**src/rtl/mem_arb_pkg.sv**
```systemverilog
`default_nettype none
// ============================================================================
//  Module      : mem_arb_pkg
//  Description : Shared types and constants for the program/data RAM arbiter
//                and the reusable 2-way picker.
//                - arb_state_e : arbiter FSM encoding (IDLE/ISSUE/WAIT/ACK)
//                - OWN_CPU / OWN_DBG : owner ids. They double as the bit index
//                  of each requester in the picker's req vector.
//  Revision    : 1.0 - initial release
// ============================================================================
package mem_arb_pkg;

   typedef enum logic [1:0] {
      IDLE  = 2'd0,
      ISSUE = 2'd1,
      WAIT  = 2'd2,
      ACK   = 2'd3
   } arb_state_e;

   localparam logic OWN_CPU = 1'b0;
   localparam logic OWN_DBG = 1'b1;

   // Read latency is limited to 1..4, so RD_LAT-1 always fits in 2 bits.
   localparam int LAT_CNT_W = 2;

endpackage : mem_arb_pkg
`default_nettype wire

```
**src/rtl/rr_arbiter2.sv**
```systemverilog
`default_nettype none
// ============================================================================
//  Module      : rr_arbiter2
//  Description : Combinational 2-way picker. A lone request always wins. On a
//                tie, fixed priority gives the win to requester 0 (CPU);
//                otherwise the requester that was not granted last wins.
//  Ports       : req[1:0] (bit0 = CPU, bit1 = DBG), last (owner of the most
//                recent grant), prio_en (1 = fixed priority), gnt (owner id)
//  Revision    : 1.0 - initial release
// ============================================================================
module rr_arbiter2
   import mem_arb_pkg::*;
(
   input  logic [1:0] req,
   input  logic       last,
   input  logic       prio_en,
   output logic       gnt
);

   always_comb begin
      gnt = OWN_CPU;
      case (req)
         2'b01:   gnt = OWN_CPU;
         2'b10:   gnt = OWN_DBG;
         // Owner ids are 1-bit, so "the other port" is simply ~last.
         2'b11:   gnt = prio_en ? OWN_CPU : ~last;
         default: gnt = OWN_CPU;
      endcase
   end

endmodule : rr_arbiter2
`default_nettype wire

```
**src/rtl/mem_arbiter.sv**
```systemverilog
`default_nettype none
// ============================================================================
//  Module      : mem_arbiter
//  Description : Shares one single-port synchronous RAM between the CPU memory
//                interface and the debug/loader port. One access at a time;
//                each access is IDLE -> ISSUE -> (WAIT x RD_LAT) -> ACK, with
//                writes skipping WAIT.
//  Ports       : clk, reset_n (asynchronous, active-high)
//                cpu_*  : CPU request/we/addr/wdata in, ack/rdata out
//                dbg_*  : debug request/we/addr/wdata in, ack/rdata out
//                mem_*  : RAM en/we/addr/wdata out, rdata in
//                busy   : any state other than IDLE
//                cpu_stall : cpu_req & ~cpu_ack
//  Params      : ADDR_W, DATA_W, RD_LAT (1..4), CPU_PRIO (1 = CPU wins ties)
//  Revision    : 1.0 - initial release
// ============================================================================
module mem_arbiter
   import mem_arb_pkg::*;
#(
   parameter int ADDR_W   = 9,
   parameter int DATA_W   = 32,
   parameter int RD_LAT   = 1,
   parameter int CPU_PRIO = 0
) (
   input  logic              clk,
   input  logic              reset_n,
   input  logic              cpu_req,
   input  logic              cpu_we,
   input  logic [ADDR_W-1:0] cpu_addr,
   input  logic [DATA_W-1:0] cpu_wdata,
   output logic              cpu_ack,
   output logic [DATA_W-1:0] cpu_rdata,
   input  logic              dbg_req,
   input  logic              dbg_we,
   input  logic [ADDR_W-1:0] dbg_addr,
   input  logic [DATA_W-1:0] dbg_wdata,
   output logic              dbg_ack,
   output logic [DATA_W-1:0] dbg_rdata,
   output logic              mem_en,
   output logic              mem_we,
   output logic [ADDR_W-1:0] mem_addr,
   output logic [DATA_W-1:0] mem_wdata,
   input  logic [DATA_W-1:0] mem_rdata,
   output logic              busy,
   output logic              cpu_stall
);

   localparam logic                 PRIO_EN  = (CPU_PRIO != 0) ? 1'b1 : 1'b0;
   localparam logic [LAT_CNT_W-1:0] LAT_INIT = LAT_CNT_W'(RD_LAT - 1);

   arb_state_e           state_q, state_d;
   logic                 owner_q, owner_d;
   logic                 last_grant_q, last_grant_d;
   logic                 we_q, we_d;
   logic [ADDR_W-1:0]    addr_q, addr_d;
   logic [DATA_W-1:0]    wdata_q, wdata_d;
   logic [LAT_CNT_W-1:0] lat_cnt_q, lat_cnt_d;
   logic [DATA_W-1:0]    cpu_rdata_q, cpu_rdata_d;
   logic [DATA_W-1:0]    dbg_rdata_q, dbg_rdata_d;
   logic                 gnt;

   rr_arbiter2 u_rr_arbiter2 (
      .req     ({dbg_req, cpu_req}),
      .last    (last_grant_q),
      .prio_en (PRIO_EN),
      .gnt     (gnt)
   );

   always_comb begin
      state_d      = state_q;
      owner_d      = owner_q;
      last_grant_d = last_grant_q;
      we_d         = we_q;
      addr_d       = addr_q;
      wdata_d      = wdata_q;
      lat_cnt_d    = lat_cnt_q;
      cpu_rdata_d  = cpu_rdata_q;
      dbg_rdata_d  = dbg_rdata_q;

      case (state_q)
         IDLE: begin
            // Requests are only looked at here; whatever arrives later waits
            // for the next return to IDLE.
            if (cpu_req || dbg_req) begin
               owner_d = gnt;
               if (gnt == OWN_DBG) begin
                  we_d    = dbg_we;
                  addr_d  = dbg_addr;
                  wdata_d = dbg_wdata;
               end else begin
                  we_d    = cpu_we;
                  addr_d  = cpu_addr;
                  wdata_d = cpu_wdata;
               end
               state_d = ISSUE;
            end
         end
         ISSUE: begin
            if (we_q) begin
               state_d = ACK;
            end else begin
               lat_cnt_d = LAT_INIT;
               state_d   = WAIT;
            end
         end
         WAIT: begin
            if (lat_cnt_q == '0) begin
               if (owner_q == OWN_DBG) begin
                  dbg_rdata_d = mem_rdata;
               end else begin
                  cpu_rdata_d = mem_rdata;
               end
               state_d = ACK;
            end else begin
               lat_cnt_d = lat_cnt_q - 1'b1;
            end
         end
         ACK: begin
            last_grant_d = owner_q;
            state_d      = IDLE;
         end
         default: state_d = IDLE;
      endcase
   end

   always_ff @(posedge clk or posedge reset_n) begin
      if (reset_n) begin
         state_q      <= IDLE;
         owner_q      <= OWN_CPU;
         last_grant_q <= OWN_DBG;   // CPU wins the first tie after reset
         we_q         <= 1'b0;
         addr_q       <= '0;
         wdata_q      <= '0;
         lat_cnt_q    <= '0;
         cpu_rdata_q  <= '0;
         dbg_rdata_q  <= '0;
      end else begin
         state_q      <= state_d;
         owner_q      <= owner_d;
         last_grant_q <= last_grant_d;
         we_q         <= we_d;
         addr_q       <= addr_d;
         wdata_q      <= wdata_d;
         lat_cnt_q    <= lat_cnt_d;
         cpu_rdata_q  <= cpu_rdata_d;
         dbg_rdata_q  <= dbg_rdata_d;
      end
   end

   // All outputs decode from registered state, so an asserted reset clears
   // them immediately without waiting for a clock edge.
   always_comb begin
      mem_en    = (state_q == ISSUE);
      mem_we    = (state_q == ISSUE) && we_q;
      mem_addr  = addr_q;
      mem_wdata = wdata_q;
      cpu_ack   = (state_q == ACK) && (owner_q == OWN_CPU);
      dbg_ack   = (state_q == ACK) && (owner_q == OWN_DBG);
      busy      = (state_q != IDLE);
      cpu_rdata = cpu_rdata_q;
      dbg_rdata = dbg_rdata_q;
      // Masked by reset so every output reads 0 while reset is held.
      cpu_stall = cpu_req && !cpu_ack && !reset_n;
   end

endmodule : mem_arbiter
`default_nettype wire
```
**config.mk**
```make
export PLATFORM = sky130hd
export DESIGN_NAME = mem_arbiter
export DESIGN_NICKNAME = d
export VERILOG_FILES = /design/src/rtl/mem_arb_pkg.sv /design/src/rtl/rr_arbiter2.sv /design/src/rtl/mem_arbiter.sv
export SDC_FILE = /design/constraint.sdc
export NUM_CORES = 1
export LEC_CHECK = 0
export ABC_AREA = 1
export BUFFER_PORTS_ARGS = -buffer_cell sky130_fd_sc_hd__buf_2
export CELL_PAD_IN_SITES_DETAIL_PLACEMENT = 1
export CELL_PAD_IN_SITES_GLOBAL_PLACEMENT = 1
export CORE_AREA = 2 2 125 127
export DETAILED_ROUTE_END_ITERATION = 16
export DIE_AREA = 0 0 127 129
export PLACE_DENSITY = 0.88
export RECOVER_POWER = 50
export SLEW_MARGIN = 10
export SYNTH_ARGS = -nofsm -noshare
export SYNTH_HDL_FRONTEND = slang
export SYNTH_SLANG_ARGS = --single-unit
```
**constraint.sdc**
```tcl
create_clock -name clk -period 5.4 [get_ports clk]
set_clock_uncertainty 0.15 [all_clocks]
set_input_delay 0 -clock clk [delete_from_list [all_inputs] [get_ports clk]]
set_output_delay 0 -clock clk [all_outputs]
set_load 0.01 [all_outputs]
```
==> results by group, run 1 <==
Timing
  – Setup TNS: 0 ps
  – Final Setup Violations: 0
  – Post-layout minimum cycle time: 3180 ps
  – Rel. slew slack: 27.7%
  – Max Clk Rate: 0.314 GHz
  – Final hold violation count: 0
  – Worst Max-Slew Pin Slew: 1080 ps
  – RSZ-0062 raised after global routing: false
  – Max Slew Vio Count: 0
  – Tcrit/Tclk final: 58.9%
  – Setup ws final: 2220 ps

Synthesis
  – Area leader, netlist: dfrtp_1
  – Ys Warns: 0
  – Yosys top cell area share: 52.4%
  – Cell variety after synth: 20
  – Seq/Total Area, Yosys: 52.9%
  – Ranking of synthesized cells by area: dfrtp_1 (52%), nand2_1 (15%), inv_1 (9.1%)
  – Mapped Cells: 655
  – Synthesized flop and latch total: 112
  – Main flop type after synthesis: dfrtp_1
  – Syn nets: 781
  – Most numerous cell in the Yosys netlist: nand2_1
  – Most frequent cells after synthesis: nand2_1 (208), inv_1 (128), dfrtp_1 (111)
  – Area of the mapped netlist: 5310 um2
  – Syn Area/Cell: 8.10 um2
  – Async S/R FF share, synth: 100%
  – Number of flops mapped to enable cells by yosys: 0

Worst setup path
  – Arr. time, crit path: 3240 ps
  – Req. time, crit path: 5460 ps
  – CP max FO: 43
  – Nature of the critical path startpoint: flop
  – Worst path max stage delay: 910 ps
  – RR Endpoint: mem_wdata[3]
  – Cells along the critical path: nand2_2 > nand2_2 > nand2_1 > nand3_1 > dlygate4sd3_1 > nand2_1
  – RR Startpoint: last_grant_q
  – WS Path Type: flop to flop
  – Max stage delay cell, worst path: nand2_2
  – Reg2Reg Depth: 6
  – Setup crit end kind: flop
  – Reg2reg setup slack: 2220 ps

Power
  – Clock power frac: 16.9%
  – Internal: 2.33 mW
  – Switching Fraction: 42.9%
  – Seq pwr share: 37.4%
  – Combinational Power Share: 45.7%
  – Pwr dens: 518 nW/um2
  – LEAKAGE: 4.19 nW
  – Max VDD drop: 0.000208 V
  – Net switching power: 1.75 mW

Clock network
  – Postcts setup bufs: 0
  – Clock-pin slew on the worst setup and hold paths: 70 ps
  – Cts repair resizes: 0
  – TritonCTS Buffers: 9
  – CTS root buf: clkbuf_16
  – Clk Latency, worst-skew pair: 340 ps
  – Deepest clock path buffer count: 2
  – CTS tree: built
  – H-tree levels: 3
  – CTS Hold Bufs: 117
  – Clock sinks: 112

Hold path
  – Worst Hold End: state_q[1]
  – HP Start: cpu_req
  – HP Class: input pin to flop
  – Hold Crit Depth: 5

Final layout
  – NumNets Final: 1109
  – Filler cells: 1876
  – Fin cells: 1176
  – Layout area overhead: 48.6%
  – Ant diodes: 0
  – Share of cells above drive strength 1: 18.6%

GRT
  – Grt ovf: 0
  – Number of global-route vias before repair: 6204
  – Global-route wire length before repair: 31400 um
  – GRT Util Overall: 24.2%
  – Largest net degree at the start of global routing: 65
  – Initial antenna violation count: 0

Placement
  – Place WS: 2790 ps
  – DP Wirelength: 10700 um
  – PortBufs: 230
  – Cells after DPL: 1043
  – Global placer's final weighted congestion: 0.793

Detailed routing
  – Vias per cell: 4.84
  – Drt total wl: 19800 um
  – Total number of vias: 5690
  – WL/cell: 16.8 um
  – # DRC: 0
  – Initial drt markers: 222
  – DRT antenna net count: 0
  – Drt first pass iters: 5

Die
  – Die Y: 129 um
  – Initial cell density of the core: 35.4%
  – DIE AREA: 16400 um2
  – Placement Rows: 45
  – Io pins: 231
  – Chip width: 127 um
  – Core ar.: 15000 um2

Job
  – Max-Cap Viols: 0

Status
  – Status: completed
[sequential cells by signal, summed over array words and instances, names as in the netlist]
name          flops
mem_wdata        32
mem_addr          9
lat_cnt_q         2
owner_q           1
state_q           2
we_q              1
dbg_rdata        32
cpu_rdata        32
last_grant_q      1
[worst max-delay path by stage]
stage,slack [ps],start,endpoint,depth (start not counted)
final,2220,last_grant_q,mem_wdata[3],6
after global routing,2070,last_grant_q,mem_wdata[27],6
after CTS,2280,last_grant_q,mem_wdata[26],6
after detailed placement,2790,state_q[0],dbg_rdata[19],4
after global placement,2900,last_grant_q,mem_wdata[20],5
after floorplan,2270,reset_n,cpu_rdata[0],1
[per-stage QoR]
| stage | power [mW] | util, % | instance area [um2] | hold slack (ps) |
|---|---|---|---|---|
| CTS | 4.12 | 53.5 | 8020 | 17.3 |
| global route | 4.38 | 52.6 | 7880 | 104 |
| floorplan | 2.55 | - | 5310 | -47.2 |
| finish | 4.08 | 52.6 | 7880 | 48.6 |
| detailed placement | 3.24 | 43.7 | 6540 | 86.4 |
| global placement | 3.16 | 43.7 | 6540 | 82.6 |
[area by class of cell]
| cell class | count | area, um2 | share of cell area (%) |
|---|---|---|---|
| Multi-Input combinational cell | 381 | 1830 | 23.3 |
| Tap cell | 188 | 235 | 2.98 |
| Sequential cell | 112 | 2800 | 35.6 |
| Inverter | 128 | 483 | 6.13 |
| Timing Repair Buffer | 351 | 2220 | 28.2 |
| Clock buffer | 11 | 243 | 3.08 |
| Clock inverter | 5 | 63.8 | 0.810 |
[worst max-delay path, delay by kind of cell (launching register included)]
family | cells | cell delay [ps]
and+or+nand+nor | 5 | 1760
buffers and inverters | 1 | 580
DFF | 1 | 540
[cell usage in the layout, fill, tap and decap left out, types with 2 or more instances in the layout]
cell type,synthesis,routed
nand3_1,88,88
nor2_1,4,4
o21ai_0,35,35
dlygate4sd3_1,0,117
o21ai_2,33,32
clkbuf_16,0,9
nand2_2,2,2
nand2_1,208,208
buf_4,1,4
or2_2,1,2
buf_2,12,124
dfrtp_1,111,111
ha_1,6,6
inv_1,128,127
clkinv_4,0,2
clkbuf_1,12,107
[cell families (layout without fill, tap and decap cells)]
group | Yosys count | in the layout | synth area share, %
compound gates | 69 | 69 | 8.84
buf+inv | 162 | 495 | 12.8
simple gates | 306 | 306 | 24.1
fa+ha+maj | 6 | 6 | 1.42
flops | 112 | 112 | 52.9
[routing by layer]
metal	wire length (um)	track usage, %	vias to the layer above
li1	-	-	2644
met1	7970	28.0	2787
met2	10100	43.7	225
met3	1350	6.49	34
met4	375	7.63	0
met5	0	0	-
[power by group through the flow]
stage	sequential (mW)	clock (mW)	combinational, mW
after floorplan	1.68	0	0.871
after global placement	1.49	0	1.67
after detailed placement	1.50	0	1.74
after CTS	1.50	0.717	1.90
after global routing	1.57	0.740	2.07
final	1.53	0.689	1.87
Power figures use the tool's default switching activity.
==> run 2, diff against run 1 <==
- CORE_AREA: 2 2 125 127 -> 2 2 136 138
- DIE_AREA: 0 0 127 129 -> 0 0 138 140
- PLACE_DENSITY: 0.88 -> 0.79
- clock period: 5.4 -> 2.7 ns (I/O delays scaled with it)
==> results by group, run 2 (synthesis gave the netlist of run 1 again) <==
GRT
  – Number of global-route vias before repair: 6068 (was 6204)
  – Global-route wire length before repair: 31600 um (was 31400 um)
  – GR Util met2: 36.7% (was 43.7%)
  – Grt ovf: 0 (unchanged)
  – Largest net degree at the start of global routing: 65 (unchanged)
  – Initial antenna violation count: 0 (unchanged)
  – GR peak layer: met2 (unchanged)
  – GRT Util Overall: 20.2% (was 24.2%)
  – GRT met3 Usage: 4.62% (was 6.49%)
  – M1 GR Usage: 23.7% (was 28.0%)

Clock network
  – Clock sinks: 112 (unchanged)
  – H-tree levels: 3 (unchanged)
  – CTS root buf: clkbuf_16 (unchanged)
  – Deepest clock path buffer count: 2 (unchanged)
  – CTS tree: built (unchanged)
  – Clock-pin slew on the worst setup and hold paths: 80 ps (was 70 ps)
  – TritonCTS Buffers: 9 (unchanged)
  – Postcts setup bufs: 0 (unchanged)
  – Clk Latency, worst-skew pair: 350 ps (was 340 ps)

Timing
  – Rel. slew slack: 31.7% (was 27.7%)
  – Final Setup Violations: 0 (unchanged)
  – Final hold violation count: 0 (unchanged)
  – Worst Max-Slew Pin Slew: 1020 ps (was 1080 ps)
  – Post-layout minimum cycle time: 2490 ps (was 3180 ps)
  – Tcrit/Tclk final: 92.2% (was 58.9%)
  – Max Clk Rate: 0.402 GHz (was 0.314 GHz)
  – Setup ws final: 210 ps (was 2220 ps)
  – Worst hold margin: 240 ps (was 48.6 ps)
  – Setup TNS: 0 ps (unchanged)
  – RSZ-0062 raised after global routing: false (unchanged)
  – Max Slew Vio Count: 0 (unchanged)

Worst setup path
  – Nature of the critical path startpoint: flop (unchanged)
  – Arr. time, crit path: 2630 ps (was 3240 ps)
  – Reg2Reg Depth: 8 (was 6)
  – WS Path Type: flop to flop (unchanged)
  – Req. time, crit path: 2840 ps (was 5460 ps)
  – CP max FO: 42 (was 43)
  – Setup crit end kind: flop (unchanged)

Placement
  – PortBufs: 230 (unchanged)
  – Global placer's final weighted congestion: 0.726 (was 0.793)
  – Place WS: 595 ps (was 2790 ps)
  – Placed cell areas: 6680 um2 (was 6540 um2)
  – DP Wirelength: 11300 um (was 10700 um)
  – Cells after DPL: 1089 (was 1043)

Final layout
  – Post-layout util: 45.2% (was 52.6%)
  – Ant diodes: 0 (unchanged)
  – Fin cells: 1224 (was 1176)
  – Most frequent cells in the layout: nand2_1 (208), inv_1 (127), buf_2 (125) (was nand2_1 (208), inv_1 (127), buf_2 (124))
  – Most common cell after layout, fill and taps aside: nand2_1 (unchanged)
  – Share of cells above drive strength 1: 19.1% (was 18.6%)
  – Final Cell Area: 8040 um2 (was 7880 um2)
  – NumNets Final: 1117 (was 1109)
  – Layout area overhead: 51.5% (was 48.6%)

Die
  – Die Y: 140 um (was 129 um)
  – Io pins: 231 (unchanged)
  – Placement Rows: 49 (was 45)
  – Chip width: 138 um (was 127 um)
  – DIE AREA: 19300 um2 (was 16400 um2)
  – Core ar.: 17800 um2 (was 15000 um2)
  – Initial cell density of the core: 29.8% (was 35.4%)

Detailed routing
  – Drt total wl: 19400 um (was 19800 um)
  – Initial drt markers: 193 (was 222)
  – Vias per cell: 4.59 (was 4.84)
  – # DRC: 0 (unchanged)
  – Total number of vias: 5621 (was 5690)
  – WL/cell: 15.8 um (was 16.8 um)
  – DRT antenna net count: 0 (unchanged)
  – Drt first pass iters: 4 (was 5)

Power
  – Max VDD drop: 0.000416 V (was 0.000208 V)
  – LEAKAGE: 4.24 nW (was 4.19 nW)
  – Design Power: 8.16 mW (was 4.08 mW)
  – Pwr dens: 1010 nW/um2 (was 518 nW/um2)

Hold path
  – HP Class: input pin to asynchronous set/reset pin (was input pin to flop)

Status
  – Status: completed (unchanged)

Job
  – Max-Cap Viols: 0 (unchanged)
==> run 2: path summary, 6_finish.rpt <==
check	from	to	slack [ps]
worst max-delay path	state_q[0]	mem_wdata[16]	210
worst min-delay path	reset_n	owner_q	240
worst max register to register	state_q[0]	mem_wdata[16]	210
worst min register to register	last_grant_q	last_grant_q	320
max in group asynchronous	reset_n	mem_wdata[12]	760
min in group clk	mem_rdata[7]	cpu_rdata[7]	310
==> run 2: repair_timing <==
action	in CTS	in global routing
endpoints found under the setup margin	0	41
hold buffers	120	0
hold endpoints to repair	124	0
gates resized for setup	0	1
==> run 2: area by class of cell <==
class	count	area [um2]
Fill cell	2212	9740
Sequential cell	112	2800
Inverter	128	482
Tap cell	229	287
Clock buffer	9	225
Multi-Input combinational cell	381	1830
Timing Repair Buffer	359	2330
Clock inverter	6	77.6
==> run 2: layer usage <==
layer / wire length, um / part of all wire [%] / up-vias
li1: - / - / 2661
met1: 8100 / 42 / 2729
met2: 9730 / 50 / 208
met3: 1180 / 6.1 / 23
met4: 349 / 1.8 / 0
met5: 0 / 0 / -
==> run 2: worst max-delay path: stages, from the launching register on <==
cell and delay [ps]:
dfrtp_1 430, inv_1 140, ha_1 300, inv_1 140, nor2_4 120, buf_6 340
nand3_1 140, dlygate4sd3_1 590, nand2_1 70
==> run 2: power by group <==
| group | total, mW | internal [mW] | switching [mW] |
|---|---|---|---|
| combinational | 3.71 | 1.44 | 2.27 |
| sequential | 3.05 | 2.53 | 0.518 |
| clock | 1.40 | 0.733 | 0.666 |
